--- config.mk ---
export PLATFORM = sky130hd
export DESIGN_NAME = fft_stream_ctrl
export DESIGN_NICKNAME = d
export VERILOG_FILES = /design/src/rtl/fft_stream_ctrl.sv
export SDC_FILE = /design/constraint.sdc
export NUM_CORES = 1
export LEC_CHECK = 0
export BUFFER_PORTS_ARGS = -buffer_cell sky130_fd_sc_hd__buf_2
export CAP_MARGIN = 20
export CORE_MARGIN = 2
export CORE_UTILIZATION = 50
export CTS_CLUSTER_SIZE = 14
export DETAILED_ROUTE_END_ITERATION = 10
export PLACE_DENSITY = 0.73
export REMOVE_ABC_BUFFERS = 1
export SYNTH_ARGS = -nofsm -noshare
export SYNTH_HDL_FRONTEND = slang
export SYNTH_SLANG_ARGS = --single-unit
--- constraint.sdc ---
create_clock -name clk -period 3.05 [get_ports clk]
set_input_delay 0.305 -clock clk [delete_from_list [all_inputs] [get_ports clk]]
set_output_delay 0.305 -clock clk [all_outputs]
set_load 0.02 [all_outputs]
--- src/rtl/fft_stream_ctrl.sv ---
// ---------------------------------------------------------------------------
// fft_stream_ctrl
//
// Sequencing controller for a single-path (SDF) streaming FFT datapath.
// Tracks the sample slot (point index k, channel ch) of an interleaved
// multi-channel stream. It accepts samples with a valid/ready handshake and
// stalls completely when no sample is offered. A stop request takes effect at
// the next frame boundary and is followed by a fixed-length drain phase. The
// drain phase keeps k/ch running so that the SDF delay lines empty out.
//
// Slot register semantics: k_q/ch_q hold the slot most recently accepted (or
// drained). The slot being accepted in the current cycle is therefore the
// successor of k_q/ch_q, except in IDLE, where the first accept is always
// slot (0,0). All switch/twiddle decodes come from the registered k_q. They
// line up with the sample one register stage into the datapath.
//
// State table:
//   state   | meaning
//   --------+-----------------------------------------------------------
//   S_IDLE  | no stream; k = all ones, ch = 0; first accept starts a frame
//   S_RUN   | streaming; every accept advances the slot, no accept = hold
//   S_FLUSH | draining; slot advances every cycle, din_ready low
//
// Ports:
//   clk        clock
//   rst        asynchronous, active-high reset
//   din_valid  input sample valid
//   din_ready  controller accepts a sample this cycle (low only in FLUSH)
//   stop       end stream at next frame boundary (latched until honoured)
//   inv        inverse-FFT mode, sampled on the first slot of each frame
//   swro       reorder-switch control, one bit per stage
//   swpe       butterfly pair-element select
//   twid_idx   twiddle ROM index for stages 1..STAGES-1 (entry s-1)
//   ch         channel of the registered slot; 0 outside RUN
//   sof        first slot of a frame accepted this cycle
//   eof        last slot of a frame accepted this cycle
//   busy       controller is not idle
//   inv_act    mode latched for the current frame
// ---------------------------------------------------------------------------
module fft_stream_ctrl #(
  parameter int FFT_SIZE     = 16,
  parameter int NUM_CH       = 1,
  parameter int FLUSH_CYCLES = 2 * FFT_SIZE
) (
  input  logic                                                clk,
  input  logic                                                rst,
  input  logic                                                din_valid,
  output logic                                                din_ready,
  input  logic                                                stop,
  input  logic                                                inv,
  output logic [$clog2(FFT_SIZE)-1:0]                         swro,
  output logic                                                swpe,
  output logic [$clog2(FFT_SIZE)-2:0][$clog2(FFT_SIZE)-2:0]   twid_idx,
  output logic [((NUM_CH > 1) ? $clog2(NUM_CH) : 1)-1:0]      ch,
  output logic                                                sof,
  output logic                                                eof,
  output logic                                                busy,
  output logic                                                inv_act
);

  localparam int STAGES = $clog2(FFT_SIZE);
  localparam int KW     = STAGES;
  localparam int PW     = STAGES - 1;
  localparam int CW     = (NUM_CH > 1) ? $clog2(NUM_CH) : 1;
  localparam int FCW    = (FLUSH_CYCLES > 1) ? $clog2(FLUSH_CYCLES) : 1;

  localparam logic [KW-1:0]  K_LAST    = KW'(FFT_SIZE - 1);
  localparam logic [CW-1:0]  CH_LAST   = CW'(NUM_CH - 1);
  localparam logic [FCW-1:0] FCNT_LAST = FCW'(FLUSH_CYCLES - 1);

  typedef enum logic [1:0] {
    S_IDLE  = 2'd0,
    S_RUN   = 2'd1,
    S_FLUSH = 2'd2
  } state_t;

  state_t          state_q, state_d;
  logic [KW-1:0]   k_q, k_d;
  logic [CW-1:0]   ch_q, ch_d;
  logic            stop_pend_q, stop_pend_d;
  logic            inv_act_q, inv_act_d;
  logic [FCW-1:0]  flush_cnt_q, flush_cnt_d;

  logic            accept;
  logic            ch_last;
  logic [KW-1:0]   nxt_k;
  logic [CW-1:0]   nxt_ch;
  logic [KW-1:0]   slot_k;
  logic [CW-1:0]   slot_ch;
  logic [PW-1:0]   p;

  // Slot successor: channels rotate fastest, k steps when the last channel
  // wraps. With a single channel ch_q is always 0 == CH_LAST, so k steps on
  // every advance.
  assign ch_last = (ch_q == CH_LAST);
  assign nxt_k   = ch_last ? k_q + 1'b1 : k_q;
  assign nxt_ch  = ch_last ? '0 : ch_q + 1'b1;

  // Slot taken by a sample accepted this cycle.
  assign slot_k  = (state_q == S_IDLE) ? '0 : nxt_k;
  assign slot_ch = (state_q == S_IDLE) ? '0 : nxt_ch;

  assign din_ready = (state_q != S_FLUSH);
  assign accept    = din_valid & din_ready;

  assign sof = accept & (slot_k == '0) & (slot_ch == '0);
  assign eof = accept & (slot_k == K_LAST) & (slot_ch == CH_LAST);

  assign busy    = (state_q != S_IDLE);
  assign inv_act = inv_act_q;
  assign ch      = (state_q == S_RUN) ? ch_q : '0;

  // Datapath decodes, zero latency from k_q.
  assign swpe = k_q[0];
  assign p    = k_q[STAGES-1:1];

  for (genvar i = 0; i < STAGES; i++) begin : g_swro
    assign swro[i] = ~k_q[STAGES-1-i] | k_q[0];
  end

  // Stage s steps through the twiddles 2^(s-1) times faster than stage 1.
  // Inverse mode conjugates the twiddle, i.e. negates the index mod 2^PW.
  for (genvar s = 1; s < STAGES; s++) begin : g_twid
    logic [PW-1:0] base;
    assign base          = p << (s - 1);
    assign twid_idx[s-1] = inv_act_q ? (PW'(0) - base) : base;
  end

  always_comb begin
    state_d     = state_q;
    k_d         = k_q;
    ch_d        = ch_q;
    stop_pend_d = stop_pend_q;
    inv_act_d   = inv_act_q;
    flush_cnt_d = flush_cnt_q;

    case (state_q)
      S_IDLE: begin
        if (accept) begin
          state_d     = S_RUN;
          k_d         = '0;
          ch_d        = '0;
          inv_act_d   = inv;
          // A stop arriving with the very first sample still lets that
          // frame complete.
          stop_pend_d = stop;
        end
      end

      S_RUN: begin
        if (accept) begin
          k_d  = nxt_k;
          ch_d = nxt_ch;
          if (sof) begin
            inv_act_d = inv;
          end
        end
        if (eof && (stop_pend_q || stop)) begin
          state_d     = S_FLUSH;
          stop_pend_d = 1'b0;
          flush_cnt_d = '0;
        end else if (stop) begin
          stop_pend_d = 1'b1;
        end
      end

      S_FLUSH: begin
        if (flush_cnt_q == FCNT_LAST) begin
          state_d     = S_IDLE;
          k_d         = '1;
          ch_d        = '0;
          stop_pend_d = 1'b0;
          flush_cnt_d = '0;
        end else begin
          k_d         = nxt_k;
          ch_d        = nxt_ch;
          flush_cnt_d = flush_cnt_q + 1'b1;
        end
      end

      default: begin
        state_d = S_IDLE;
      end
    endcase
  end

  always_ff @(posedge clk or posedge rst) begin
    if (rst) begin
      state_q     <= S_IDLE;
      k_q         <= '1;
      ch_q        <= '0;
      stop_pend_q <= 1'b0;
      inv_act_q   <= 1'b0;
      flush_cnt_q <= '0;
    end else begin
      state_q     <= state_d;
      k_q         <= k_d;
      ch_q        <= ch_d;
      stop_pend_q <= stop_pend_d;
      inv_act_q   <= inv_act_d;
      flush_cnt_q <= flush_cnt_d;
    end
  end

endmodule

==> flow_metrics.py, run 1 <==
metrics = {
    "cts": {
        "clock_sinks": 13,
        "numCtsBuffers": 3,
        "cts_max_level": 1,
        "clk_latency_ns": 0.28,
        "clk_path_buf_depth": 2,
        "clk_pin_slew_ns": 0.09,
        "ctsHoldBuffers": 0,
        "cts_tree": "built",
        "post_cts_buffers": 0,
        "cts_resized": 0,
        "cts-root-buf": "clkbuf_4",
    },
    "sta": {
        "rsz0062_at_grt": "no",
        "final.setup.tns_ns": 0,
        "setup_viol": 0,
        "fin_skew_ns": 0.00226,
        "period_needed_ns": 2.57,
        "max_slew_margin_pct": 65.7,
        "finalCritPeriodShare_pct": 84.2,
        "hold_viol": 0,
        "fmax_ghz": 0.390,
        "worst_pin_slew_ns": 0.511,
        "final_max_slew_viol_count": 0,
    },
    "synthesis": {
        "yosys.area.top_type_share_pct": 19.6,
        "synthCells": 127,
        "syn_area_um2": 1150,
        "yosysWarningCount": 0,
        "syn_area_per_cell_um2": 9.03,
        "synth.distinct_cells": 45,
        "synth-seq-cells": 13,
        "synthArstFlopShare_pct": 100,
        "yosysSeqAreaShare_pct": 28.8,
        "yosys.area.top_type": "dfrtp_1",
        "synth_ff_type": "dfrtp_1",
        "synth_most_common_cell": "inv_1",
        "synth_common_cells": "inv_1 (18), ha_1 (10), buf_4 (9), dfrtp_1 (9), nand2_1 (7)",
        "synth_edf_count": 0,
        "ys_top_cells_by_area": "dfrtp_1 (20%), ha_1 (11%), dfstp_2 (9.2%), buf_4 (5.9%), inv_1 (5.9%)",
    },
    "placed_design": {
        "dp_hpwl_um": 1730,
        "post_dp_cell_area_um2": 1210,
        "port_buffers": 19,
        "gp_congestion": 0.878,
    },
    "critical_path": {
        "timing.rr.end": "flush_cnt_q[2]",
        "r2r-start": "k_q[0]",
        "cp_max_fo": 9,
        "rr_worst_depth": 5,
        "critPathCaptureType": "output port",
        "r2r_setup_slack_ns": 0.68,
        "start_kind": "flip-flop",
        "worst-endpoint-required_ns": 2.74,
        "critical_path_class": "reg -> out",
        "arrival_ns": 2.26,
    },
    "final_layout": {
        "design_area_um2": 1240,
        "layout-drive-gt1-share_pct": 22.7,
        "area_delta_synth_final_pct": 7.85,
        "n_antenna_cell": 0,
        "nFillCells": 202,
        "nets": 157,
    },
    "pwr": {
        "peakVddDrop_mv": 0.354,
        "p_per_area_nw_per_um2": 750,
        "p_leak_uw": 0.000607,
    },
    "floorplan": {
        "floorplan.initialDensity_pct": 52.4,
        "die_w_um": 51.9,
        "fp.dieH_um": 51.9,
        "core.rowCount": 17,
        "core-area_um2": 2190,
        "io_pins": 25,
        "dieArea_um2": 2690,
    },
    "job": {
        "max_cap_viol_count": 0,
    },
    "grt": {
        "antenna_found_initial": 0,
        "grt_max_degree": 19,
        "grt_util_all_layers_pct": 20.4,
        "grt_pass1_vias": 906,
        "grt_pass1_wl_um": 4120,
        "grt_overflow_total": 0,
    },
    "route": {
        "ant_nets": 0,
        "routedWlPerCell_um": 13.6,
        "drt_pass1_iterations": 4,
        "vias_per_cell": 5.43,
        "routed_wirelength_um": 2300,
        "vias": 917,
        "drc": 0,
        "drt_iter0_drc": 11,
    },
    "hold_path": {
        "hold_class": "in -> async",
    },
    "outcome": {
        "status": "completed",
    },
}
==> per-stage QoR <==
| stage | total power, uW | util, % | std cells | hold slack [ns] | worst slack [ns] |
|---|---|---|---|---|---|
| 2_1_floorplan | 681 | - | 118 | 0.179 | 0.619 |
| 3_3_place_gp | 795 | 55.2 | 165 | 0.360 | 0.760 |
| 3_5_place_dp | 819 | 55.2 | 165 | 0.370 | 0.678 |
| 4_1_cts | 936 | 56.5 | 169 | 0.0544 | 0.467 |
| 5_1_grt | 1010 | 56.5 | 169 | 0.0762 | 0.357 |
| 6_report | 928 | 56.5 | 169 | 0.0385 | 0.483 |
==> per-layer routing <==
layer	up-vias	track usage (%)	part of all wire (%)
li1	458	-	-
met1	437	27.8	47
met2	20	33.1	48
met3	2	2.87	4.0
met4	0	6.58	0.61
met5	-	0	0
==> how the worst max path moves through the flow <==
stage	startpoint	to	slack [ns]	depth (start not counted)
floorplan	k_q[1]	eof	0.62	3
detailed placement	k_q[0]	flush_cnt_q[2]	0.68	5
global route	state_q[0]	eof	0.36	5
CTS	k_q[0]	eof	0.47	5
finish	k_q[0]	eof	0.48	5
global placement	k_q[0]	flush_cnt_q[2]	0.76	5
==> state kept, by name (all words and copies together) (netlist names) <==
signal / count
k_q: 4
state_q: 2
flush_cnt_q: 5
stop_pend_q: 1
inv_act: 1
==> cell type report <==
class	count	area [um2]	share of cell area, %
inverter	18	67.6	5.46
clock buffer	3	22.5	1.82
multi-input combinational	87	682	55.1
tap	28	35.0	2.83
sequential	13	330	26.7
timing repair buffer	19	95.1	7.68
clock inverter	1	5.00	0.404
==> cell usage in the layout (no fill, tap or decap), drive strengths merged, types with 3 or more instances in the layout <==
cell    synthesis  final
mux2i           3      3
nor2b           4      4
nand2           7      7
nand2b          5      5
o22ai           5      5
ha             10     10
inv            18     18
clkbuf          3      3
conb            2      5
dfstp           4      4
dfrtp           9      9
buf             9     19
o21ai           4      4
a22o            4      4
==> report_power, final <==
group / leakage [uW] / internal [uW] / switching, uW
clock network: 0.0000177 / 48.6 / 63.5
registers: 0.000157 / 238 / 68.4
logic: 0.000432 / 213 / 297
==> worst max-delay path, stage by stage, from the launching register on <==
cell,delay [ns]
dfstp_2,0.61
inv_1,0.07
ha_1,0.33
or4b_4,0.54
nor3_1,0.22
buf_2,0.20
==> logic make-up (layout without fill, tap and decap cells) <==
kind of cell	Yosys count	after routing	share of synthesized area, %
xor gates and xnor gates	4	4	3.05
and+or+nand+nor	35	35	19.2
adders and majority gates	10	10	10.9
AOI/OAI and AO/OA	29	29	21.0
buffers and inverters	30	41	12.8
other	2	5	0.655
DFF	13	13	28.8
muxes	4	4	3.60
No activity file was read; power rests on OpenSTA's default activity.
==> run 2: changes to the inputs <==
- CORE_UTILIZATION: 50 -> 48
- PLACE_DENSITY: 0.73 -> 0.74
- clock period: 3.05 -> 2.3 ns (I/O delays scaled with it)
==> flow_metrics.py, run 2 (synthesis gave the netlist of run 1 again) <==
metrics = {
    "outcome": {
        "status": "completed",
    },
    "critical_path": {
        "rr_worst_depth": 6,
        "arrival_ns": 1.99,
        "r2r_setup_slack_ns": 0.13,
        "critPathCaptureType": "output port",
        "worst-endpoint-required_ns": 2.07,
        "critical_path_class": "reg -> out",
        "cp_max_fo": 3,
        "start_kind": "flip-flop",
    },
    "route": {
        "vias": 966,
        "routed_wirelength_um": 2410,
        "drt_pass1_iterations": 4,
        "vias_per_cell": 5.49,
        "drc": 0,
        "drt_iter0_drc": 18,
        "ant_nets": 0,
        "routedWlPerCell_um": 13.7,
    },
    "cts": {
        "clk_latency_ns": 0.27,
        "numCtsBuffers": 3,
        "cts-root-buf": "clkbuf_4",
        "clk_path_buf_depth": 2,
        "clk_pin_slew_ns": 0.09,
        "cts_max_level": 1,
        "cts_tree": "built",
        "clock_sinks": 13,
    },
    "pwr": {
        "pwr-share-clk_pct": 11.0,
        "seq_power_share_pct": 29.7,
        "p_per_area_nw_per_um2": 976,
        "peakVddDrop_mv": 0.560,
        "p_int_uw": 722,
        "p_sw_share_pct": 44.7,
        "power.switching_uw": 584,
        "combinationalPowerShare_pct": 59.3,
        "p_leak_uw": 0.000648,
    },
    "floorplan": {
        "floorplan.initialDensity_pct": 51.4,
        "dieArea_um2": 2800,
        "core.rowCount": 17,
        "fp.dieH_um": 52.9,
        "core-area_um2": 2230,
        "die_w_um": 52.9,
        "io_pins": 25,
    },
    "final_layout": {
        "nFillCells": 197,
        "area_delta_synth_final_pct": 16.7,
        "largest_register_ffs": 5,
        "final_core_util_pct": 59.9,
        "largestRegisters": "flush_cnt_q: 5 flops, k_q: 4 flops, state_q: 2 flops",
        "design_area_um2": 1340,
        "instances_no_fill": 176,
        "largest-register": "flush_cnt_q",
        "layout_common_cells": "inv_1 (18), buf_2 (18), dfrtp_1 (9)",
        "layout-drive-gt1-share_pct": 28.4,
        "n_antenna_cell": 0,
        "nets": 164,
    },
    "sta": {
        "fin_skew_ns": 0.00419,
        "hold_slack_ns": 0.314,
        "finalCritPeriodShare_pct": 96.4,
        "max_slew_margin_pct": 65.1,
        "final_max_slew_viol_count": 0,
        "hold_viol": 0,
        "setup_ws_ns": 0.0837,
        "period_needed_ns": 2.22,
        "rsz0062_at_grt": "no",
        "setup_viol": 0,
        "fmax_ghz": 0.451,
        "worst_pin_slew_ns": 0.522,
    },
    "placed_design": {
        "gp_congestion": 0.765,
        "post_dp_cell_area_um2": 1240,
        "pre_cts_ws_ns": 0.0738,
        "dp_cells": 169,
        "dp_hpwl_um": 1720,
        "port_buffers": 19,
    },
    "hold_path": {
        "holdPathStages": 4,
        "hold_class": "in -> reg",
    },
    "grt": {
        "grt_pass1_wl_um": 3900,
        "grt_pass1_vias": 881,
        "grt_overflow_total": 0,
        "grt_util_all_layers_pct": 19.4,
        "antenna_found_initial": 0,
        "grt_max_degree": 18,
    },
    "job": {
        "max_cap_viol_count": 0,
    },
}
[run 2: cell types whose count changed in the layout (fill, tap and decap cells not counted), sizes merged]
| cell | change |
|---|---|
| dlygate4sd3 | +1 |
| clkbuf | +1 |
| clkinv | -1 |
| buf | +6 |
[run 2: area by class of cell]
class,count,area (um2),share of cell area (%)
Sequential cell,13,330,24.7
Multi-Input combinational cell,87,723,54.0
Timing Repair Buffer,26,156,11.7
Clock buffer,4,26.3,1.96
Inverter,18,67.6,5.05
Tap cell,28,35.0,2.62
[run 2: routing by layer]
| metal | wire [um] | global-route usage, % | vias to the layer above | share of wire (%) |
|---|---|---|---|---|
| met4 | 32 | 8.97 | 0 | 1.3 |
| met5 | 0 | 0 | - | 0 |
| met3 | 127 | 4.52 | 6 | 5.3 |
| li1 | - | - | 480 | - |
| met2 | 1110 | 31.7 | 31 | 46 |
| met1 | 1140 | 24.0 | 449 | 47 |
[run 2: power groups by stage]
stage | sequential (uW) | combinational, uW | clock [uW]
CTS | 382 | 736 | 151
global placement | 380 | 706 | 0
detailed placement | 386 | 723 | 0
global route | 399 | 850 | 159
floorplan | 436 | 467 | 0
finish | 388 | 775 | 144
[run 2: path summary, 6_finish.rpt]
check	from	end
min in group asynchronous	rst	inv_act
min	stop	stop_pend_q
min reg2reg	flush_cnt_q[4]	flush_cnt_q[4]
max reg2reg	k_q[0]	state_q[0]
max	k_q[0]	eof
max in group asynchronous	rst	k_q[0]
[run 2: per-stage QoR]
step | TNS (ns) | total power [uW]
floorplan | -0.0601 | 903
global placement | 0 | 1090
detailed placement | 0 | 1110
CTS | 0 | 1270
global route | 0 | 1410
finish | 0 | 1310
[run 2: timing repair]
| item | CTS | global route |
|---|---|---|
| hold buffers | 1 | 0 |
| resized for setup | 3 | 5 |
| setup endpoints to repair | 1 | 6 |
| setup buffers | 1 | 1 |
| pin swaps | 2 | 3 |
| hold endpoints to repair | 7 | 0 |
[run 2: critical path, stage by stage, from the launching register on]
cell and delay, ns:
dfstp_2 0.53, inv_1 0.07, ha_4 0.25, or4b_4 0.52, nor3_4 0.20, buf_6 0.14
